**src/rtl/timer_sched.sv**
```systemverilog
// Shared up-counter timer granted round-robin to one of four requesters.
// The owner counts from 0 to its latched duration, then receives a one-cycle done pulse.
module timer_sched #(
    parameter int unsigned N    = 4,
    parameter int unsigned NREQ = 4
) (
    input  logic                clk,
    input  logic                reset,
    input  logic [NREQ-1:0]     req,
    input  logic [NREQ*N-1:0]   dur,
    output logic [NREQ-1:0]     grant,
    output logic                busy,
    output logic [NREQ-1:0]     done,
    output logic [N-1:0]        count
);

    localparam int IW = $clog2(NREQ);

    typedef enum logic [1:0] {StIdle, StCount, StDone} state_e;

    state_e        state;
    logic [N-1:0]  target;
    logic [IW-1:0] owner;
    logic [IW-1:0] last_owner;
    logic [IW-1:0] winner;
    logic          any_req;

    function automatic logic [NREQ-1:0] onehot(input logic [IW-1:0] idx);
        logic [NREQ-1:0] v;
        v      = '0;
        v[idx] = 1'b1;
        return v;
    endfunction

    // Scan from farthest to nearest so the index right after last_owner wins;
    // k == NREQ wraps back to last_owner itself, giving it the lowest rank.
    always_comb begin
        winner  = last_owner;
        any_req = 1'b0;
        for (int k = NREQ; k >= 1; k--) begin
            if (req[last_owner + IW'(k)]) begin
                winner  = last_owner + IW'(k);
                any_req = 1'b1;
            end
        end
    end

    always_ff @(posedge clk) begin
        if (reset) begin
            state      <= StIdle;
            grant      <= '0;
            busy       <= 1'b0;
            done       <= '0;
            count      <= '0;
            target     <= '0;
            owner      <= '0;
            last_owner <= IW'(NREQ - 1);
        end else begin
            unique case (state)
                StIdle: begin
                    done  <= '0;
                    count <= '0;
                    if (any_req) begin
                        state  <= StCount;
                        owner  <= winner;
                        grant  <= onehot(winner);
                        busy   <= 1'b1;
                        target <= dur[winner*N +: N];
                    end
                end
                StCount: begin
                    // Abandon wins over reaching the target in the same cycle.
                    if (!req[owner]) begin
                        state      <= StIdle;
                        grant      <= '0;
                        busy       <= 1'b0;
                        count      <= '0;
                        last_owner <= owner;
                    end else if (count == target) begin
                        state <= StDone;
                        grant <= '0;
                        busy  <= 1'b0;
                        done  <= onehot(owner);
                        count <= '0;
                    end else begin
                        count <= count + N'(1);
                    end
                end
                StDone: begin
                    state      <= StIdle;
                    done       <= '0;
                    last_owner <= owner;
                end
                default: begin
                    state <= StIdle;
                    grant <= '0;
                    busy  <= 1'b0;
                    done  <= '0;
                    count <= '0;
                end
            endcase
        end
    end

endmodule

```
**config.mk**
```make
export PLATFORM = sky130hd
export DESIGN_NAME = timer_sched
export DESIGN_NICKNAME = d
export VERILOG_FILES = /design/src/rtl/timer_sched.sv
export SDC_FILE = /design/constraint.sdc
export NUM_CORES = 1
export LEC_CHECK = 0
export CAP_MARGIN = 20
export CORE_MARGIN = 2
export CORE_UTILIZATION = 35
export CTS_CLUSTER_SIZE = 16
export DETAILED_ROUTE_END_ITERATION = 8
export GPL_ROUTABILITY_DRIVEN = 0
export PLACE_DENSITY = 0.61
export SLEW_MARGIN = 40
export SYNTH_ARGS = -nofsm -noshare
export SYNTH_HDL_FRONTEND = slang
export SYNTH_SLANG_ARGS = --single-unit
```
**constraint.sdc**
```tcl
create_clock -name clk -period 2.4 [get_ports clk]
set_clock_uncertainty 0.1 [all_clocks]
set_input_delay 0.24 -clock clk [delete_from_list [all_inputs] [get_ports clk]]
set_output_delay 0.24 -clock clk [all_outputs]
set_load 0.05 [all_outputs]
```
* After elaboration in Yosys (flattened, before gate mapping)
Index checks and enable logic that the tools add are counted.
** Storage, ports and cells
- Bits in registers :: 23
- Bits of input ports :: 22
- Output and inout port bits :: 13
- Logic and storage cells :: 77
** Cells by class
- Add/sub/neg operators :: 4
- $lt $le $gt $ge :: 8
- Equal/unequal tests :: 6
- Shift operators :: 1
- Mux-type cells :: 38
- Bitwise operators :: 2
- Reductions and logical operators :: 10
** Operator list (number)
- two-way mux 4 bit :: 5
- less-than comparator 2 x 3 -> 1 bit (second input constant) :: 6
- indexed part select 16 x 5 -> 4 bit :: 1
- two-way mux 1 bit :: 14
- two-way mux 2 bit :: 7
- one-hot mux 4 bit (3 select lines) :: 1
- binary-select mux 1 bit (select 2 bit) :: 5
- one-hot mux 2 bit (2 select lines) :: 2
- one-hot mux 4 bit (2 select lines) :: 1
- AND reduction 2 bit :: 4
- adder 2 bit (second input constant) :: 2
- adder 4 x 1 -> 4 bit (second input constant) :: 1
- demux 1 bit (select 2 bit) :: 2
- equality test 4 bit :: 1
- >= comparator 2 x 1 -> 1 bit (second input constant) :: 2
- inequality test 2 bit (second input constant) :: 2
- inequality test 3 bit (second input constant) :: 1
- one-hot mux 1 bit (3 select lines) :: 1
- AND reduction 3 bit :: 1
- adder 2 x 1 -> 2 bit (second input constant) :: 1
- equality test 2 x 1 -> 1 bit (second input constant) :: 1
- equality test 2 bit (second input constant) :: 1
- logical AND 1 bit :: 2
- zero test 2 bit :: 1
- 3 further kinds :: 4

* Longest topological paths before layout
- Depth after elaboration :: 12
- Gate-level depth with buffers :: 6
- Gate-level depth less buffers :: 5

* Least setup slack after synthesis
No wires, ideal clock.
- Path kind :: reg2reg
- Start point :: register count[0]
- End point :: register count[3]
- Library setup time :: 74 ps
- Arrival :: 1833 ps
- Data required time :: 2226 ps
- Setup slack :: 393 ps
- Cell stages (with the launch flop) :: 7
- Buffers on the path :: 1
- Clock period less this slack :: 2007 ps
- Cell sequence :: dfxtp_1 > xnor2_1 > a41oi_1 > and3_2 > clkbuf_1 > nand3_1 > a31oi_1
** Between the ends
- Cells in the longest elaborated chain, start to end :: 4
- Elaborated cells on any way between the ends :: 5
- Classes of those cells :: add/sub: 1; eq/ne: 1; mux: 3
** RTL lines
- start, declared :: RTL line 14 : output logic [N-1:0] count
- start signal, assigned :: RTL line 86 : count <= count + N'(1);
- adder 4 x 1 -> 4 bit / equality test 4 bit (equally long branches) :: RTL line 86, 79
- two-way mux 4 bit (*) :: RTL line 79 : end else if (count == target) begin
- two-way mux 4 bit (*) :: RTL line 73 : if (!req[owner]) begin
- one-hot mux 4 bit (2 select lines) (*) :: RTL line 59 : unique case (state)
Mark *: on every way between the ends. The rest lies on a longest branch, timed or not.
A chain may end at the register's enable or synchronous reset.

* Final worst setup path
- Start point :: register count[1]
- End point :: output port count[1]
No word-level cell between the ends.

==> flow_metrics.py <==
metrics = {
    "run_status": {
        "status": "completed",
    },
    "sta": {
        "hold_slack_ps": 356.6,
        "maxSlewViolCount": 0,
        "rsz0062_at_grt": "no",
        "fin_crit_sh": 0.8328,
        "fin_setup_tns_ps": 0,
        "slew_headroom": 0.5892,
        "hold_viol": 0,
        "worst_slew_pin_slew_ps": 614.3,
        "max_freq_mhz": 500.3,
        "setup_viol": 0,
        "period_minus_slack_ps": 1999,
    },
    "worst_setup_path": {
        "r2r_slack_ps": 530,
        "rr_worst_depth": 5,
        "cp_max_fo": 6,
        "crit_arrival_ps": 1660,
        "worst_r2r_endpoint": "target[2]$_SDFFE_PP0P_",
        "crit_required_ps": 2060,
        "path_cells": "clkdlybuf4s50_1",
        "cp_slowest_cell": "clkdlybuf4s50_1",
        "critPathKind": "reg2out",
        "crit_path_start_kind": "flop",
        "cp_top_family": "buffers and inverters",
        "timing.rr.start": "last_owner[1]$_SDFFE_PP1P_",
        "slowest_delay_ps": 850,
        "end_kind": "output port",
        "crit_buf_inv": 1,
    },
    "synth": {
        "synth-compound-area-share": 0.2345,
        "synth_top_family_by_area": "compound AO/OA/AOI/OAI gates",
        "yosysWarningCount": 0,
        "ys_async_sr_fraction": 0,
        "synth_cells": 140,
        "synthFlopType": "dfxtp_1",
        "synth-simple-area-share": 0.2284,
        "synth_edf_count": 0,
        "synth_fa_ha_area_frac": 0.01015,
        "postSynthAreaPerCell_um2": 8.803,
        "synth_nets": 163,
        "netlist_area_mm2": 0.001232,
        "ys_seq_area_frac": 0.3736,
        "yosys-mux-area-fraction": 0.07513,
        "ys_types": 37,
        "synth-seq-cells": 23,
        "synthXorXnorAreaFrac": 0.03553,
    },
    "global_route": {
        "grt_max_degree": 18,
        "antenna_found_initial": 0,
        "grt_pass1_vias": 1159,
        "overflow": 0,
        "grt_pass1_wl_um": 4988,
        "track_usage": 0.1555,
    },
    "cts": {
        "cts_resized": 0,
        "post-cts-setup-buffer-count": 0,
        "htree_levels": 1,
        "cts_hold_buf": 0,
        "clkTransAtPathRegs_ps": 130,
        "cts_tree": "done",
        "root_buffer": "clkbuf_4",
        "cts_buffers": 3,
        "clk_latency_ps": 330,
        "numClockSinks": 23,
        "clockBufferDepth": 2,
    },
    "cells_and_area": {
        "fin_cells": 218,
        "num-fill-cells": 355,
        "utilization": 0.4859,
        "syn2layout_area_growth_pct": 32.59,
        "regArea_um2": 460.4,
        "multiInputGateArea_um2": 719.4,
        "diodes": 0,
        "drive_above_1_share": 0.05814,
        "nNetsFinal": 196,
    },
    "placed_design": {
        "port_buffers": 34,
        "placed_cells": 214,
        "place_hpwl_um": 2248,
    },
    "detailed_routing": {
        "drc": 0,
        "drt-total-wl_um": 2910,
        "vias": 1128,
        "viasPerCell": 5.174,
        "postRouteAntennaNets": 0,
        "drt-initial-drc-count": 29,
        "wl_per_cell_um": 13.35,
        "drt_pre_antenna_iters": 4,
    },
    "die": {
        "rows": 21,
        "start_util": 0.3664,
        "dieWidth_um": 63.34,
        "fp.dieArea_mm2": 0.004012,
        "io_pins": 35,
        "coreArea_mm2": 0.003363,
        "die_h_um": 63.34,
    },
    "pwr": {
        "power_density_mw_per_mm2": 659.5,
        "ir_drop_mv": 0.3983,
        "power_leakage_uw": 0.0005935,
        "finalPower_uw": 1078,
    },
    "hold_path": {
        "whs_path_depth": 2,
        "hp-class": "reg2reg",
        "worstHoldEndpoint": "done[2]$_SDFFE_PP0P_",
        "holdCritStartpoint": "done[2]$_SDFFE_PP0P_",
    },
    "flow_run": {
        "cap_violations": 0,
    },
}
-- final cells by class --
class | count | area share
multi-input cells | 104 | 0.4403
flip-flops and latches | 23 | 0.2818
repair buffers | 35 | 0.2129
well taps | 46 | 0.03522
clock buffers | 4 | 0.01608
inverters | 6 | 0.01378
-- placed cells by master (no fill, tap or decap), types with 2 or more instances in the layout --
cell type | netlist | layout
o21a_1 | 2 | 2
o21bai_1 | 3 | 3
a21o_1 | 2 | 2
mux2i_1 | 7 | 7
a21oi_1 | 7 | 7
nand2b_1 | 4 | 4
a211oi_1 | 9 | 9
xnor2_1 | 4 | 4
inv_1 | 6 | 6
o21ai_0 | 2 | 2
clkbuf_4 | 0 | 3
dfxtp_1 | 23 | 23
a32o_1 | 4 | 4
or3_1 | 2 | 2
nor2b_1 | 4 | 4
or3b_1 | 2 | 2
clkdlybuf4s50_1 | 0 | 34
nand3_1 | 4 | 4
a31oi_1 | 8 | 8
nor2_1 | 9 | 9
nand3b_1 | 3 | 3
nand2_1 | 13 | 13
-- tightest hold or removal path, cell delays in order (launching register included) --
cell and delay, ps:
dfxtp_1 330, nand2_1 50, a21oi_1 50
-- metrics by stage --
stage	area (um2)	setup slack (ps)
3_5_place_dp	1608	194.5
5_1_grt	1634	307.6
4_1_cts	1634	391.8
2_1_floorplan	1232	392.6
6_report	1634	401.2
3_3_place_gp	1608	249.2
-- layer usage --
layer / part of all wire / global-route usage / vias to the layer above
li1: - / - / 581
met1: 0.45 / 0.1916 / 512
met2: 0.48 / 0.2579 / 30
met3: 0.047 / 0.03214 / 5
met4: 0.017 / 0.07337 / 0
met5: 0 / 0 / -
-- report_power, final --
group / switching [uW] / internal, uW / leakage (uW)
registers: 50.9 / 429 / 0.000188
logic: 223 / 184 / 0.000390
clock network: 125 / 65.4 / 0.0000150
total: 399 / 679 / 0.000593
-- synthesized netlist by cell type, types with 3 or more instances --
cell	instances	area, um2
nor2b_1	4	25.02
nor2_1	9	33.78
nand2b_1	4	25.02
clkbuf_1	6	22.52
nand3b_1	3	22.52
a31oi_1	8	50.05
xnor2_1	4	35.03
mux2i_1	7	70.07
dfxtp_1	23	460.4
a211oi_1	9	67.56
a32o_1	4	40.04
inv_1	6	22.52
nand2_1	13	48.80
o21bai_1	3	22.52
nand3_1	4	20.02
a21oi_1	7	35.03
-- how the worst max path moves through the flow --
stage	startpoint	end	slack, ps	depth (start not counted)
after detailed placement	req[0]	target[2]$_SDFFE_PP0P_	190	6
final	count[1]$_SDFFE_PP0P_	count[1]	400	1
after CTS	count[1]$_SDFFE_PP0P_	count[1]	390	1
after global routing	last_owner[1]$_SDFFE_PP1P_	target[1]$_SDFFE_PP0P_	310	5
after floorplan	count[0]$_SDFFE_PP0P_	count[3]$_SDFFE_PP0P_	390	6
after global placement	req[0]	target[0]$_SDFFE_PP0P_	250	6
-- logic make-up (layout without fill, tap and decap cells) --
group,count (synthesis),in the layout
simple gates,49,49
compound gates,41,41
flops,23,23
buf+inv,13,45
mux,8,8
xor+xnor,5,5
fa+ha+maj,1,1
-- registers in the layout (all words and copies together), names as in the netlist --
name / flops
grant: 4
done: 4
target: 4
state: 2
last_owner: 2
busy: 1
owner: 2
count: 4
No activity file was read; power rests on OpenSTA's default activity.
